File: config.mk
export PLATFORM = sky130hd
export DESIGN_NAME = dmem_arbiter
export DESIGN_NICKNAME = d
export VERILOG_FILES = /design/src/rtl/dmem_arbiter.sv
export SDC_FILE = /design/constraint.sdc
export NUM_CORES = 1
export LEC_CHECK = 0
export ABC_AREA = 1
export BUFFER_PORTS_ARGS = -buffer_cell sky130_fd_sc_hd__buf_4
export CAP_MARGIN = 20
export CORE_ASPECT_RATIO = 0.9
export CORE_MARGIN = 2
export CORE_UTILIZATION = 33
export CTS_CLUSTER_SIZE = 8
export DETAILED_ROUTE_END_ITERATION = 6
export PLACE_DENSITY_LB_ADDON = 0.08
export SLEW_MARGIN = 10
export SYNTH_ARGS = -nofsm -noshare
export SYNTH_HDL_FRONTEND = slang
export SYNTH_SLANG_ARGS = --single-unit
File: constraint.sdc
create_clock -name clk -period 1.1 [get_ports clk]
set_input_delay 0.22 -clock clk [delete_from_list [all_inputs] [get_ports clk]]
set_output_delay 0.22 -clock clk [all_outputs]
set_load 0.1 [all_outputs]
File: src/rtl/dmem_arbiter.sv
// Shares the single-ported data memory between the core load/store path and a host port.
// Optional starvation guard for the host: define DMEM_ARB_STARVE_GUARD_EN.
module dmem_arbiter #(
    parameter int unsigned AW           = 8,
    parameter int unsigned DW           = 8,
    parameter int unsigned STARVE_LIMIT = 4,
    parameter int unsigned BURST_MAX    = 8
) (
    input  logic          clk,
    input  logic          reset,
    // core port
    input  logic          core_rd,
    input  logic          core_wr,
    input  logic [AW-1:0] core_addr,
    input  logic [DW-1:0] core_wdata,
    output logic [DW-1:0] core_rdata,
    output logic          core_stall,
    // host port
    input  logic          host_req,
    input  logic          host_we,
    input  logic [AW-1:0] host_addr,
    input  logic [DW-1:0] host_wdata,
    output logic          host_gnt,
    output logic [DW-1:0] host_rdata,
    output logic          host_rvalid,
    // memory port
    output logic [AW-1:0] mem_addr,
    output logic          mem_rd,
    output logic          mem_wr,
    output logic [DW-1:0] mem_wdata,
    input  logic [DW-1:0] mem_rdata
);

    if (STARVE_LIMIT < 1 || BURST_MAX < 1) begin : g_bad_params
        $error("dmem_arbiter: STARVE_LIMIT and BURST_MAX must be at least 1");
    end

    typedef enum logic {
        StCore = 1'b0,
        StHost = 1'b1
    } state_e;

    localparam int unsigned BW = $clog2(BURST_MAX + 1);
    localparam logic [BW-1:0] BurstLast = BW'(BURST_MAX - 1);

    state_e        state_q, state_d;
    logic [BW-1:0] burst_q, burst_d;
    logic          ca;
    logic          starve_hit;
    logic          host_rvalid_q;
    logic [DW-1:0] host_rdata_q;

    assign ca = core_rd | core_wr;

`ifdef DMEM_ARB_STARVE_GUARD_EN
    localparam int unsigned SW = $clog2(STARVE_LIMIT + 1);
    localparam logic [SW-1:0] StarveLast = SW'(STARVE_LIMIT - 1);

    logic [SW-1:0] starve_q, starve_d;

    assign starve_hit = (starve_q == StarveLast);

    always_ff @(posedge clk or posedge reset) begin
        if (reset) begin
            starve_q <= '0;
        end else begin
            starve_q <= starve_d;
        end
    end

    always_comb begin
        starve_d = starve_q;
        if (state_q == StCore) begin
            if (!host_req) begin
                starve_d = '0;
            end else if (ca && !starve_hit) begin
                starve_d = starve_q + 1'b1;
            end
        end else if (!host_req || (ca && burst_q == BurstLast)) begin
            starve_d = '0;
        end
    end
`else
    // Strict core priority: the host only gets in on idle core cycles.
    assign starve_hit = 1'b0;
`endif

    // State register
    always_ff @(posedge clk or posedge reset) begin
        if (reset) begin
            state_q <= StCore;
            burst_q <= '0;
        end else begin
            state_q <= state_d;
            burst_q <= burst_d;
        end
    end

    // Next-state logic
    always_comb begin
        state_d = state_q;
        burst_d = burst_q;
        unique case (state_q)
            StCore: begin
                if (host_req && (!ca || starve_hit)) begin
                    state_d = StHost;
                end
            end
            StHost: begin
                if (burst_q != BurstLast) begin
                    burst_d = burst_q + 1'b1;
                end
                if (!host_req || (ca && burst_q == BurstLast)) begin
                    state_d = StCore;
                    burst_d = '0;
                end
            end
            default: begin
                state_d = StCore;
                burst_d = '0;
            end
        endcase
    end

    // Output logic
    always_comb begin
        host_gnt   = (state_q == StHost);
        core_rdata = mem_rdata;
        if (state_q == StHost) begin
            mem_addr   = host_addr;
            mem_wdata  = host_wdata;
            mem_rd     = host_req & ~host_we;
            mem_wr     = host_req & host_we;
            core_stall = ca;
        end else begin
            // A simultaneous load and store is treated as a store.
            mem_addr   = core_addr;
            mem_wdata  = core_wdata;
            mem_rd     = core_rd & ~core_wr;
            mem_wr     = core_wr;
            core_stall = 1'b0;
        end
        if (reset) begin
            mem_wr     = 1'b0;
            core_stall = 1'b0;
        end
    end

    // Host read return path
    always_ff @(posedge clk or posedge reset) begin
        if (reset) begin
            host_rvalid_q <= 1'b0;
            host_rdata_q  <= '0;
        end else begin
            host_rvalid_q <= host_gnt & host_req & ~host_we;
            if (host_gnt && host_req && !host_we) begin
                host_rdata_q <= mem_rdata;
            end
        end
    end

    assign host_rvalid = host_rvalid_q;
    assign host_rdata  = host_rdata_q;

endmodule
==> PnR_summary.wiki, run 1 <==
{| class="wikitable"
! Metric !! Value
|-
| Result of the run || finished with violations
|-
| Failing checks || negative setup slack
|-
| Inserted Diodes || 0
|-
| Post-synth top flop || dfrtp_1
|-
| Classification of the worst-slack hold path || in2reg
|-
| Number of buffers created by CTS || 3
|-
| Final GP Congestion || 0.6783
|-
| Synth Register Bits || 14
|-
| Post-layout instance area || 2341 um^2
|-
| Floorplan die width || 59.76 um
|-
| Port buffer count || 82
|-
| Count of TritonRoute iterations in the first routing pass || 4
|-
| Synthesized instance count || 144
|-
| Vias || 1,252
|-
| Clock input transition at the sequential cells of the worst setup and hold paths || 0.08 ns
|-
| DRT Wirelength || 3.566 mm
|-
| Remaining DRCs || 0
|-
| H-tree depth || 1
|-
| Residual overflow from global routing || 0
|-
| Average instance area after synthesis || 6.412 um^2
|-
| Post-synth net total || 191
|-
| Final Power || 3.449 mW
|-
| Clock tree root buffer cell || clkbuf_4
|-
| Most frequent cell after synthesis || nand2_1
|-
| Number of synthesized flops with an enable pin || 0
|-
| Average wire length per cell after detail routing || 13.51 um
|-
| Power Internal || 1.645 mW
|-
| Detailed-placement wirelength estimate || 2.418 mm
|-
| CP arrival || 1.43 ns
|-
| Setup TNS || -11.14 ns
|-
| Combined flip-flop and latch cell area || 365.4 um^2
|-
| Final standard cell utilization of the core || 86.62%
|-
| Static Leakage || 1.157 nW
|-
| Via-per-instance ratio || 4.742
|-
| Die H || 54.18 um
|-
| Critical path capture point type || output pin
|-
| Clock group share of total power || 10.8%
|-
| Die Footprint || 3238 um^2
|-
| Max Buffers Root-to-Sink || 2
|-
| Total standard cell area after synthesis || 923.4 um^2
|-
| Antenna-violating nets left || 0
|-
| Max Clk Rate || 606.2 MHz
|-
| Combinational cell fraction of total power || 68.4%
|-
| Core Box Area || 2703 um^2
|-
| Share of total power consumed by net switching || 52.30%
|-
| Count of distinct cell types in the synthesized netlist || 18
|-
| Time the worst path needs with I/O delays and setup || 1.650 ns
|-
| Crit path setup slack, layout || -0.5495 ns
|-
| Measured slew at the worst slew-check pin || 0.2809 ns
|-
| RSZ-0062 raised after global routing || true
|-
| First-pass GRT wire length || 5.161 mm
|-
| CTS Sinks || 14
|-
| Area overhead of the layout relative to synthesis || 153.5%
|-
| Area taken by multi-input logic gates || 813.3 um^2
|-
| Max_cap viols || 0
|-
| Final count of hold timing violations || 0
|-
| Slew HR || 81.43%
|-
| Antenna violations before repair || 0
|-
| Number of warnings issued by yosys || 0
|-
| Peak ir drop on the vdd network || 1.378 mV
|-
| Number of standard-cell rows in the floorplan || 18
|-
| Placed cell area || 1881 um^2
|-
| Total track usage || 21.11%
|-
| Type of the setup path with the least slack || reg2out
|-
| Worst Path Required || 0.88 ns
|-
| # fillers || 159
|-
| Sort of element at the start of the critical path || flop
|-
| Sequential cell area fraction in the yosys report || 37.94%
|-
| Ranking of synthesized cells by instance count || nand2_1, dfrtp_1, buf_4
|-
| CTS tree || built
|-
| Fraction of power consumed by sequential logic || 20.8%
|-
| Fraction of final layout cells with drive strength greater than 1 || 67.52%
|-
| Leading area contributor after synthesis || dfrtp_1
|-
| Max Transition Viols Final || 0
|-
| Switching power || 1.804 mW
|-
| Pin count of the biggest net entering global routing || 21
|-
| Clock latency on the worst-skew pair || 0.28 ns
|-
| Worst Path Max Fanout || 20
|-
| Initial DRC Count || 43
|-
| Power Dens Cells || 1473 nW/um^2
|-
| Proportion of synthesized flip-flops having asynchronous set or reset || 100.0%
|-
| Part of the cycle the worst path needs || 150.0%
|-
| Area share of the leading cell type in the synthesized netlist || 37.94%
|-
| Initial core utilization || 34.17%
|-
| Total Nets Final || 282
|-
| Vias in the first global route || 1,161
|-
| Number of top-level design ports || 83
|-
| Post-route clock skew || 0.003409 ns
|-
| Final setup vio count || 38
|-
| Largest cells by area after synthesis || dfrtp_1, nand2_1, buf_4
|}
layer usage:
layer	GRT usage (%)	part of all wire (%)	vias up
li1	-	-	607
met3	6.010	6.8	8
met2	38.95	57	59
met4	4.074	1.6	0
met5	0	0	-
met1	24.38	35	578
path summary, 6_finish.rpt:
check	from	endpoint	slack [ns]	cells past startpoint
max in group asynchronous	reset	host_gnt	0.39	4
max	host_gnt	mem_wr	-0.55	4
max reg2reg	host_gnt	host_rdata[0]	-0.19	6
min in group asynchronous	reset	burst_q[1]	0.52	4
min reg2reg	host_rdata[5]	host_rdata[5]	0.53	2
min	mem_rdata[1]	host_rdata[1]	0.14	3
power by group through the flow:
stage	sequential [mW]	clock (mW)	combinational, mW
after CTS	0.697	0.382	2.19
after floorplan	1.22	0	0.981
after global placement	0.682	0	1.93
after global routing	0.728	0.410	2.45
final	0.718	0.373	2.36
after detailed placement	0.684	0	1.96
registers in the layout (all words and copies together) (netlist names):
signal,count
host_gnt,1
host_rdata,8
burst_q,4
host_rvalid,1
critical path: stages (launching register included):
cell,delay [ns]
dfrtp_4,0.47
buf_12,0.19
nand3_1,0.13
a21oi_4,0.17
buf_12,0.19
layout make-up:
cell class,instances,share of cell area [%]
well taps,30,1.603
clock buffers,4,1.550
inverters,8,1.817
repair buffers,98,44.68
multi-input cells,110,34.74
flip-flops and latches,14,15.61
cells by family (layout without fill, tap and decap cells):
| family | Yosys count | in the layout | synth area share [%] |
|---|---|---|---|
| AO/OA/AOI/OAI | 3 | 3 | 1.626 |
| XOR/XNOR | 1 | 1 | 0.9487 |
| adder cells (fa/ha/maj) | 1 | 1 | 1.355 |
| buffers and inverters | 20 | 110 | 12.47 |
| flip-flops | 14 | 14 | 37.94 |
| AND/OR/NAND/NOR | 105 | 105 | 45.66 |
repair_timing:
action                     CTS  global route
setup endpoints to repair   43            43
hold endpoints to repair    14             0
resized for setup           71            26
buffers inserted             3             3
hold buffers                 1             0
pin swaps                    0             2
per-stage QoR:
stage	hold WS (ns)	cells	setup WS (ns)
6_report	0.1424	264	-0.5495
5_1_grt	0.1395	264	-0.6109
4_1_cts	0.1373	261	-0.5426
3_5_place_dp	0.2900	253	-0.3633
3_3_place_gp	0.2724	253	-0.3357
2_1_floorplan	0.1086	144	-0.7132
cell usage in the layout (no fill, tap or decap), drive strengths merged:
cell	count
a21oi	2
buf	97
clkbuf	4
clkinv	1
dfrtp	14
dlygate4sd3	1
ha	1
inv	7
nand2	93
nand3	3
nand4	1
nor2	7
nor3	1
o21ai	1
xnor2	1
No activity file was read; power rests on OpenSTA's default activity.
==> run 2, diff against run 1 <==
--- a/config.mk
+++ b/config.mk
@@ -14,6 +14,8 @@
 export CTS_CLUSTER_SIZE = 8
 export DETAILED_ROUTE_END_ITERATION = 6
 export PLACE_DENSITY_LB_ADDON = 0.08
+export SETUP_SLACK_MARGIN = 0.1
+export SKIP_CTS_REPAIR_TIMING = 1
 export SLEW_MARGIN = 10
 export SYNTH_ARGS = -nofsm -noshare
 export SYNTH_HDL_FRONTEND = slang
==> run 2 against run 1 <==
  * The flow still finishes with violations (negative setup slack)
  * Count of clock-buffer cells in the layout did not move
  * Flip-flop and latch count did not move
  * Non-clock buffer count fell by 1
  * Clock skew fell by 0.0011 ns
  * Utilization fell by 2.5 points
  * Hold slack got worse by 0.011 ns
  * First-iteration DRC count fell by 49%
  * Cell count fell by 0.38%
  * Maximum frequency fell by 0.50%
  * Critical path depth did not move
  * Die area did not move
  * Critical path type unchanged
  * Critical endpoint unchanged
  * Largest cell class unchanged
  * Highest routed layer unchanged
==> PnR_summary.wiki, run 2 (synthesis results as in run 1) <==
{| class="wikitable"
! Metric !! Value
|-
| Classification of the worst-slack hold path || in2reg
|-
| Detailed-placement wirelength estimate || 2.435 mm (+0.69%)
|-
| Clock input transition at the sequential cells of the worst setup and hold paths || 0.09 ns (about the same)
|-
| Combined flip-flop and latch cell area || 365.4 um^2 (unchanged)
|-
| Most frequent CP cell || buf_12
|-
| Total track usage || 19.32% (-1.8 points)
|-
| Slowest library cell on the worst path || dfrtp_4
|-
| Clock group share of total power || 11.3% (+0.5 points)
|-
| Post-route worst hold slack || 0.1317 ns (-0.01070 ns)
|-
| Failing checks || negative setup slack
|-
| Fraction of power consumed by sequential logic || 21.2% (+0.4 points)
|-
| Max Transition Viols Final || 0 (unchanged)
|-
| Floorplan die width || 59.76 um (unchanged)
|-
| Power Internal || 1.601 mW (-2.7%)
|-
| Combinational cell fraction of total power || 67.5% (-0.9 points)
|-
| Number of cells on the worst reg-to-reg path || 6 (unchanged)
|-
| Final GP Congestion || 0.6782 (about the same)
|-
| Critical path capture point type || output pin
|-
| Number of buffers created by CTS || 3 (unchanged)
|-
| Placed cell area || 1881 um^2 (unchanged)
|-
| Crit path setup slack, layout || -0.5578 ns (-0.008292 ns)
|-
| Time the worst path needs with I/O delays and setup || 1.658 ns (+0.008292 ns)
|-
| Power Dens Cells || 1496 nW/um^2 (+1.5%)
|-
| Type of the setup path with the least slack || reg2out
|-
| Area taken by multi-input logic gates || 783.3 um^2 (-3.7%)
|-
| Worst Path Max Fanout || 20 (unchanged)
|-
| Final setup vio count || 41 (+7.9%)
|-
| First-pass GRT wire length || 4.733 mm (-8.3%)
|-
| Residual overflow from global routing || 0 (unchanged)
|-
| Via-per-instance ratio || 4.643 (-2.1%)
|-
| Top library cells by usage in the layout, fill and taps aside || nand2_1, buf_4, nand2_8, buf_8, buf_12
|-
| Clock latency on the worst-skew pair || 0.29 ns (about the same)
|-
| Sort of element at the start of the critical path || flop
|-
| Vias in the first global route || 1,126 (-3.0%)
|-
| CP arrival || 1.44 ns (about the same)
|-
| Clock tree root buffer cell || clkbuf_4
|-
| Final count of hold timing violations || 0 (unchanged)
|-
| Switching power || 1.799 mW (-0.23%)
|-
| Share of total power consumed by net switching || 52.92% (+0.62 points)
|-
| Max_cap viols || 0 (unchanged)
|-
| Part of the cycle the worst path needs || 150.7% (+0.75 points)
|-
| Initial core utilization || 34.17% (unchanged)
|-
| Number of placed instances, taps included || 253 (unchanged)
|-
| List of cells traversed by the critical path || buf_12 -> nand3_1 -> a21oi_4 -> buf_12
|-
| Slew HR || 81.73% (+0.30 points)
|-
| Antenna violations before repair || 0 (unchanged)
|-
| Number of cells on the worst hold path || 3 (unchanged)
|-
| Port buffer count || 82 (unchanged)
|-
| Area overhead of the layout relative to synthesis || 146.2%
|-
| DRT Wirelength || 3.485 mm (-2.3%)
|-
| H-tree depth || 1 (unchanged)
|-
| Number of standard-cell rows in the floorplan || 18 (unchanged)
|-
| CTS tree || built
|-
| Total Nets Final || 281 (-0.35%)
|-
| CTS Sinks || 14 (unchanged)
|-
| Leading cell type in the layout, fill and taps excluded || nand2_1
|-
| Pin count of the biggest net entering global routing || 21 (unchanged)
|-
| Peak ir drop on the vdd network || 1.758 mV (+28%)
|-
| RSZ-0062 raised after global routing || true
|-
| Die H || 54.18 um (unchanged)
|-
| Stage delay of the slowest cell on the critical path || 0.48 ns (about the same)
|-
| Number of top-level design ports || 83 (unchanged)
|-
| Flip-flop count of the largest register after layout || 8 (unchanged)
|-
| Measured slew at the worst slew-check pin || 0.2738 ns (-0.007097 ns)
|-
| Max Clk Rate || 603.2 MHz (-0.50%)
|-
| Worst Path Required || 0.88 ns (about the same)
|-
| Remaining DRCs || 0 (unchanged)
|-
| Fraction of final layout cells with drive strength greater than 1 || 62.23% (-5.3 points)
|-
| Antenna-violating nets left || 0 (unchanged)
|-
| Vias || 1,221 (-2.5%)
|-
| Max Buffers Root-to-Sink || 2 (unchanged)
|-
| Die Footprint || 3238 um^2 (unchanged)
|-
| Core Box Area || 2703 um^2 (unchanged)
|-
| Average wire length per cell after detail routing || 13.25 um (-1.9%)
|-
| Post-layout instance area || 2273 um^2 (-2.9%)
|-
| Post-route clock skew || 0.002359 ns (-0.001051 ns)
|-
| Result of the run || finished with violations
|-
| Static Leakage || 1.125 nW (-2.7%)
|-
| Finished Layout Cells || 263 (-0.38%)
|-
| Count of TritonRoute iterations in the first routing pass || 4 (unchanged)
|-
| # fillers || 155 (-2.5%)
|-
| Inserted Diodes || 0 (unchanged)
|-
| Initial DRC Count || 22 (-49%)
|}
==> run 2: worst max-delay path: cells and delay by family, from the launching register on <==
| kind | cells | cell delay, ns |
|---|---|---|
| and+or+nand+nor | 1 | 0.14 |
| AOI/OAI and AO/OA | 1 | 0.18 |
| DFF | 1 | 0.48 |
| buffers and inverters | 2 | 0.35 |
==> run 2: stage by stage <==
step / total power [mW] / util (%) / setup TNS [ns] / setup WS (ns)
2_1_floorplan: 2.198 / - / -11.56 / -0.7132
3_3_place_gp: 2.616 / 69.58 / -7.685 / -0.3357
3_5_place_dp: 2.645 / 69.58 / -8.634 / -0.3755
5_1_grt: 3.539 / 84.12 / -14.08 / -0.6202
6_report: 3.400 / 84.12 / -11.88 / -0.5578
4_1_cts: 3.027 / 70.93 / -15.76 / -0.6976
==> run 2: routing by layer <==
| layer | vias to the layer above | share of wire, % | track usage [%] |
|---|---|---|---|
| met3 | 7 | 7.1 | 6.250 |
| met5 | - | 0 | 0 |
| met1 | 555 | 35 | 22.25 |
| met2 | 53 | 56 | 34.96 |
| met4 | 0 | 1.7 | 4.074 |
| li1 | 606 | - | - |
==> run 2: final cells by class <==
type	instances	area share, %
tap	30	1.651
sequential	14	16.07
multi-input combinational	110	34.45
clock buffer	4	1.596
inverter	8	2.091
timing repair buffer	97	44.14
==> run 2: final timing paths <==
path,start,end,slack (ns)
worst max-delay path,host_gnt,mem_wr,-0.56
worst min-delay path,mem_rdata[4],host_rdata[4],0.13
worst max register to register,host_gnt,host_rdata[1],-0.18
worst min register to register,host_rdata[5],host_rdata[5],0.53
max in group asynchronous,reset,host_gnt,0.38
min in group asynchronous,reset,host_rdata[4],0.53
==> run 2: power groups by stage <==
stage | Combinational (mW) | Clock, mW | Sequential, mW
final | 2.30 | 0.383 | 0.722
after global routing | 2.38 | 0.421 | 0.733
after CTS | 1.96 | 0.388 | 0.675
after detailed placement | 1.96 | 0 | 0.683
after global placement | 1.93 | 0 | 0.682
after floorplan | 0.981 | 0 | 1.22
==> run 3, diff against run 2 <==
--- a/config.mk
+++ b/config.mk
@@ -8,9 +8,11 @@
 export ABC_AREA = 1
 export BUFFER_PORTS_ARGS = -buffer_cell sky130_fd_sc_hd__buf_4
 export CAP_MARGIN = 20
+export CELL_PAD_IN_SITES_DETAIL_PLACEMENT = 0
+export CELL_PAD_IN_SITES_GLOBAL_PLACEMENT = 2
 export CORE_ASPECT_RATIO = 0.9
-export CORE_MARGIN = 2
-export CORE_UTILIZATION = 33
+export CORE_MARGIN = 3
+export CORE_UTILIZATION = 15
 export CTS_CLUSTER_SIZE = 8
 export DETAILED_ROUTE_END_ITERATION = 6
 export PLACE_DENSITY_LB_ADDON = 0.08
==> run 3 against run 2 <==
  * The run still ends with negative setup slack left
  * Utilization is 44 points lower
  * Flip-flop and latch count stayed put
  * Via count is 3.3% lower
  * Total power is 3.1% higher
  * Hold slack better by 0.047 ns
  * Combinational power hardly changed
  * Maximum frequency is 4.4% higher
  * Sequential share of layout area is 0.50 points lower
  * Setup slack better by 0.070 ns
  * Critical path type unchanged
==> PnR_summary.wiki, run 3 (synthesis results as in run 1) <==
{| class="wikitable"
! Metric !! Value
|-
| Worst Path Required || 0.88 ns (about the same)
|-
| Number of standard-cell rows in the floorplan || 26 (+8)
|-
| Clock latency on the worst-skew pair || 0.24 ns (-0.05 ns)
|-
| CTS tree || built
|-
| Finished Layout Cells || 302 (+15%)
|-
| Area taken by multi-input logic gates || 778.2 um^2 (-0.64%)
|-
| Slew HR || 81.40% (-0.33 points)
|-
| Worst Path Max Fanout || 20 (unchanged)
|-
| Combined flip-flop and latch cell area || 365.4 um^2 (unchanged)
|-
| Number of top-level design ports || 83 (unchanged)
|-
| Average wire length per cell after detail routing || 11.31 um (-15%)
|-
| Classification of the worst-slack hold path || in2reg
|-
| Static Leakage || 1.134 nW (+0.81%)
|-
| First-pass GRT wire length || 5.526 mm (+17%)
|-
| Clock tree root buffer cell || clkbuf_8
|-
| Initial DRC Count || 39 (+77%)
|-
| Via-per-instance ratio || 3.911 (-16%)
|-
| Vias in the first global route || 1,224 (+8.7%)
|-
| Final standard cell utilization of the core || 40.29% (-44 points)
|-
| DRT Wirelength || 3.417 mm (-2.0%)
|-
| Area overhead of the layout relative to synthesis || 154.1%
|-
| Clock input transition at the sequential cells of the worst setup and hold paths || 0.06 ns (-0.03 ns)
|-
| Top library cells by usage in the layout, fill and taps aside || nand2_1, buf_4, buf_8
|-
| RSZ-0062 raised after global routing || true
|-
| Failing checks || negative setup slack
|-
| Number of buffers created by CTS || 3 (unchanged)
|-
| Final Power || 3.504 mW (+3.1%)
|-
| Final count of hold timing violations || 0 (unchanged)
|-
| Total Nets Final || 280 (-0.36%)
|-
| Vias || 1,181 (-3.3%)
|-
| Part of the cycle the worst path needs || 144.4% (-6.3 points)
|-
| Max Transition Viols Final || 0 (unchanged)
|-
| Post-Place Worst Slack || -0.3772 ns (-0.001641 ns)
|-
| Fraction of final layout cells with drive strength greater than 1 || 62.07% (-0.16 points)
|-
| Final GP Congestion || 0.6641 (-2.1%)
|-
| Sort of element at the start of the critical path || flop
|-
| Remaining DRCs || 0 (unchanged)
|-
| Antenna-violating nets left || 0 (unchanged)
|-
| Time the worst path needs with I/O delays and setup || 1.588 ns (-0.06958 ns)
|-
| Residual overflow from global routing || 0 (unchanged)
|-
| Leading cell type in the layout, fill and taps excluded || nand2_1
|-
| # fillers || 578 (+270%)
|-
| Die Footprint || 7135 um^2 (+120%)
|-
| Flip-flop count of the largest register after layout || 8 (unchanged)
|-
| Post-layout instance area || 2346 um^2 (+3.2%)
|-
| Final setup vio count || 34 (-17%)
|-
| Post-route worst hold slack || 0.1786 ns (+0.04689 ns)
|-
| Placed cell area || 1966 um^2 (+4.5%)
|-
| Number of placed instances, taps included || 296 (+17%)
|-
| Critical path capture point type || output pin
|-
| Max Clk Rate || 629.6 MHz (+4.4%)
|-
| Antenna violations before repair || 0 (unchanged)
|-
| Measured slew at the worst slew-check pin || 0.2814 ns (+0.007588 ns)
|-
| Die H || 80.44 um (+48%)
|-
| H-tree depth || 1 (unchanged)
|-
| Max Buffers Root-to-Sink || 2 (unchanged)
|-
| CP arrival || 1.37 ns (-0.07 ns)
|-
| Floorplan die width || 88.71 um (+48%)
|-
| Port buffer count || 82 (unchanged)
|-
| Power Dens Cells || 1494 nW/um^2 (-0.12%)
|-
| Core Box Area || 5823 um^2 (+120%)
|-
| Setup TNS || -10.60 ns (+1.274 ns)
|-
| Post-route clock skew || 0.001734 ns (-0.0006243 ns)
|-
| Crit path setup slack, layout || -0.4882 ns (+0.06958 ns)
|-
| Detailed-placement wirelength estimate || 2.843 mm (+17%)
|-
| Pin count of the biggest net entering global routing || 21 (unchanged)
|-
| Max_cap viols || 0 (unchanged)
|-
| Total track usage || 9.799% (-9.5 points)
|-
| Count of TritonRoute iterations in the first routing pass || 4 (unchanged)
|-
| Inserted Diodes || 0 (unchanged)
|-
| Result of the run || finished with violations
|-
| Initial core utilization || 15.86% (-18 points)
|-
| Type of the setup path with the least slack || reg2out
|-
| CTS Sinks || 14 (unchanged)
|-
| Peak ir drop on the vdd network || 0.5450 mV (-69%)
|}
run 3: changes by cell type in the layout (fill, tap and decap cells not counted), sizes merged:
cell	previous run	this run
clkinv	2	1
inv	6	7
buf	96	95
run 3: final timing paths:
kind / depth (start not counted) / slack (ns) / end / from
max in group asynchronous: 4 / 0.35 / host_rdata[7] / reset
min in group asynchronous: 4 / 0.57 / burst_q[3] / reset
worst min-delay path: 3 / 0.18 / host_rdata[0] / mem_rdata[0]
worst max-delay path: 4 / -0.49 / mem_wr / host_gnt
worst min register to register: 2 / 0.53 / host_rdata[2] / host_rdata[2]
worst max register to register: 6 / -0.15 / host_rdata[3] / host_gnt
run 3: critical path, stage by stage, from the launching register on:
cell and delay, ns:
dfrtp_4 0.46, buf_8 0.18, nand3_1 0.13, a21oi_4 0.16, buf_12 0.18
run 3: power breakdown:
group / switching, mW / internal [mW]
sequential: 0.0938 / 0.625
clock: 0.193 / 0.317
combinational: 1.50 / 0.776
total: 1.79 / 1.72
run 3: cell type report:
class / instances / area share, %
Timing Repair Buffer: 96 / 43.36
Clock buffer: 4 / 2.347
Sequential cell: 14 / 15.57
Tap cell: 70 / 3.733
Multi-Input combinational cell: 110 / 33.17
Inverter: 8 / 1.813
run 3: per-layer routing:
layer	wire length (um)	vias to the layer above	share of wire (%)	global-route usage [%]
met5	0	-	0	0
met4	15	0	0.44	0.9063
met3	235	2	6.9	3.077
met2	1783	43	52	17.58
met1	1383	536	40	11.74
li1	-	600	-	-
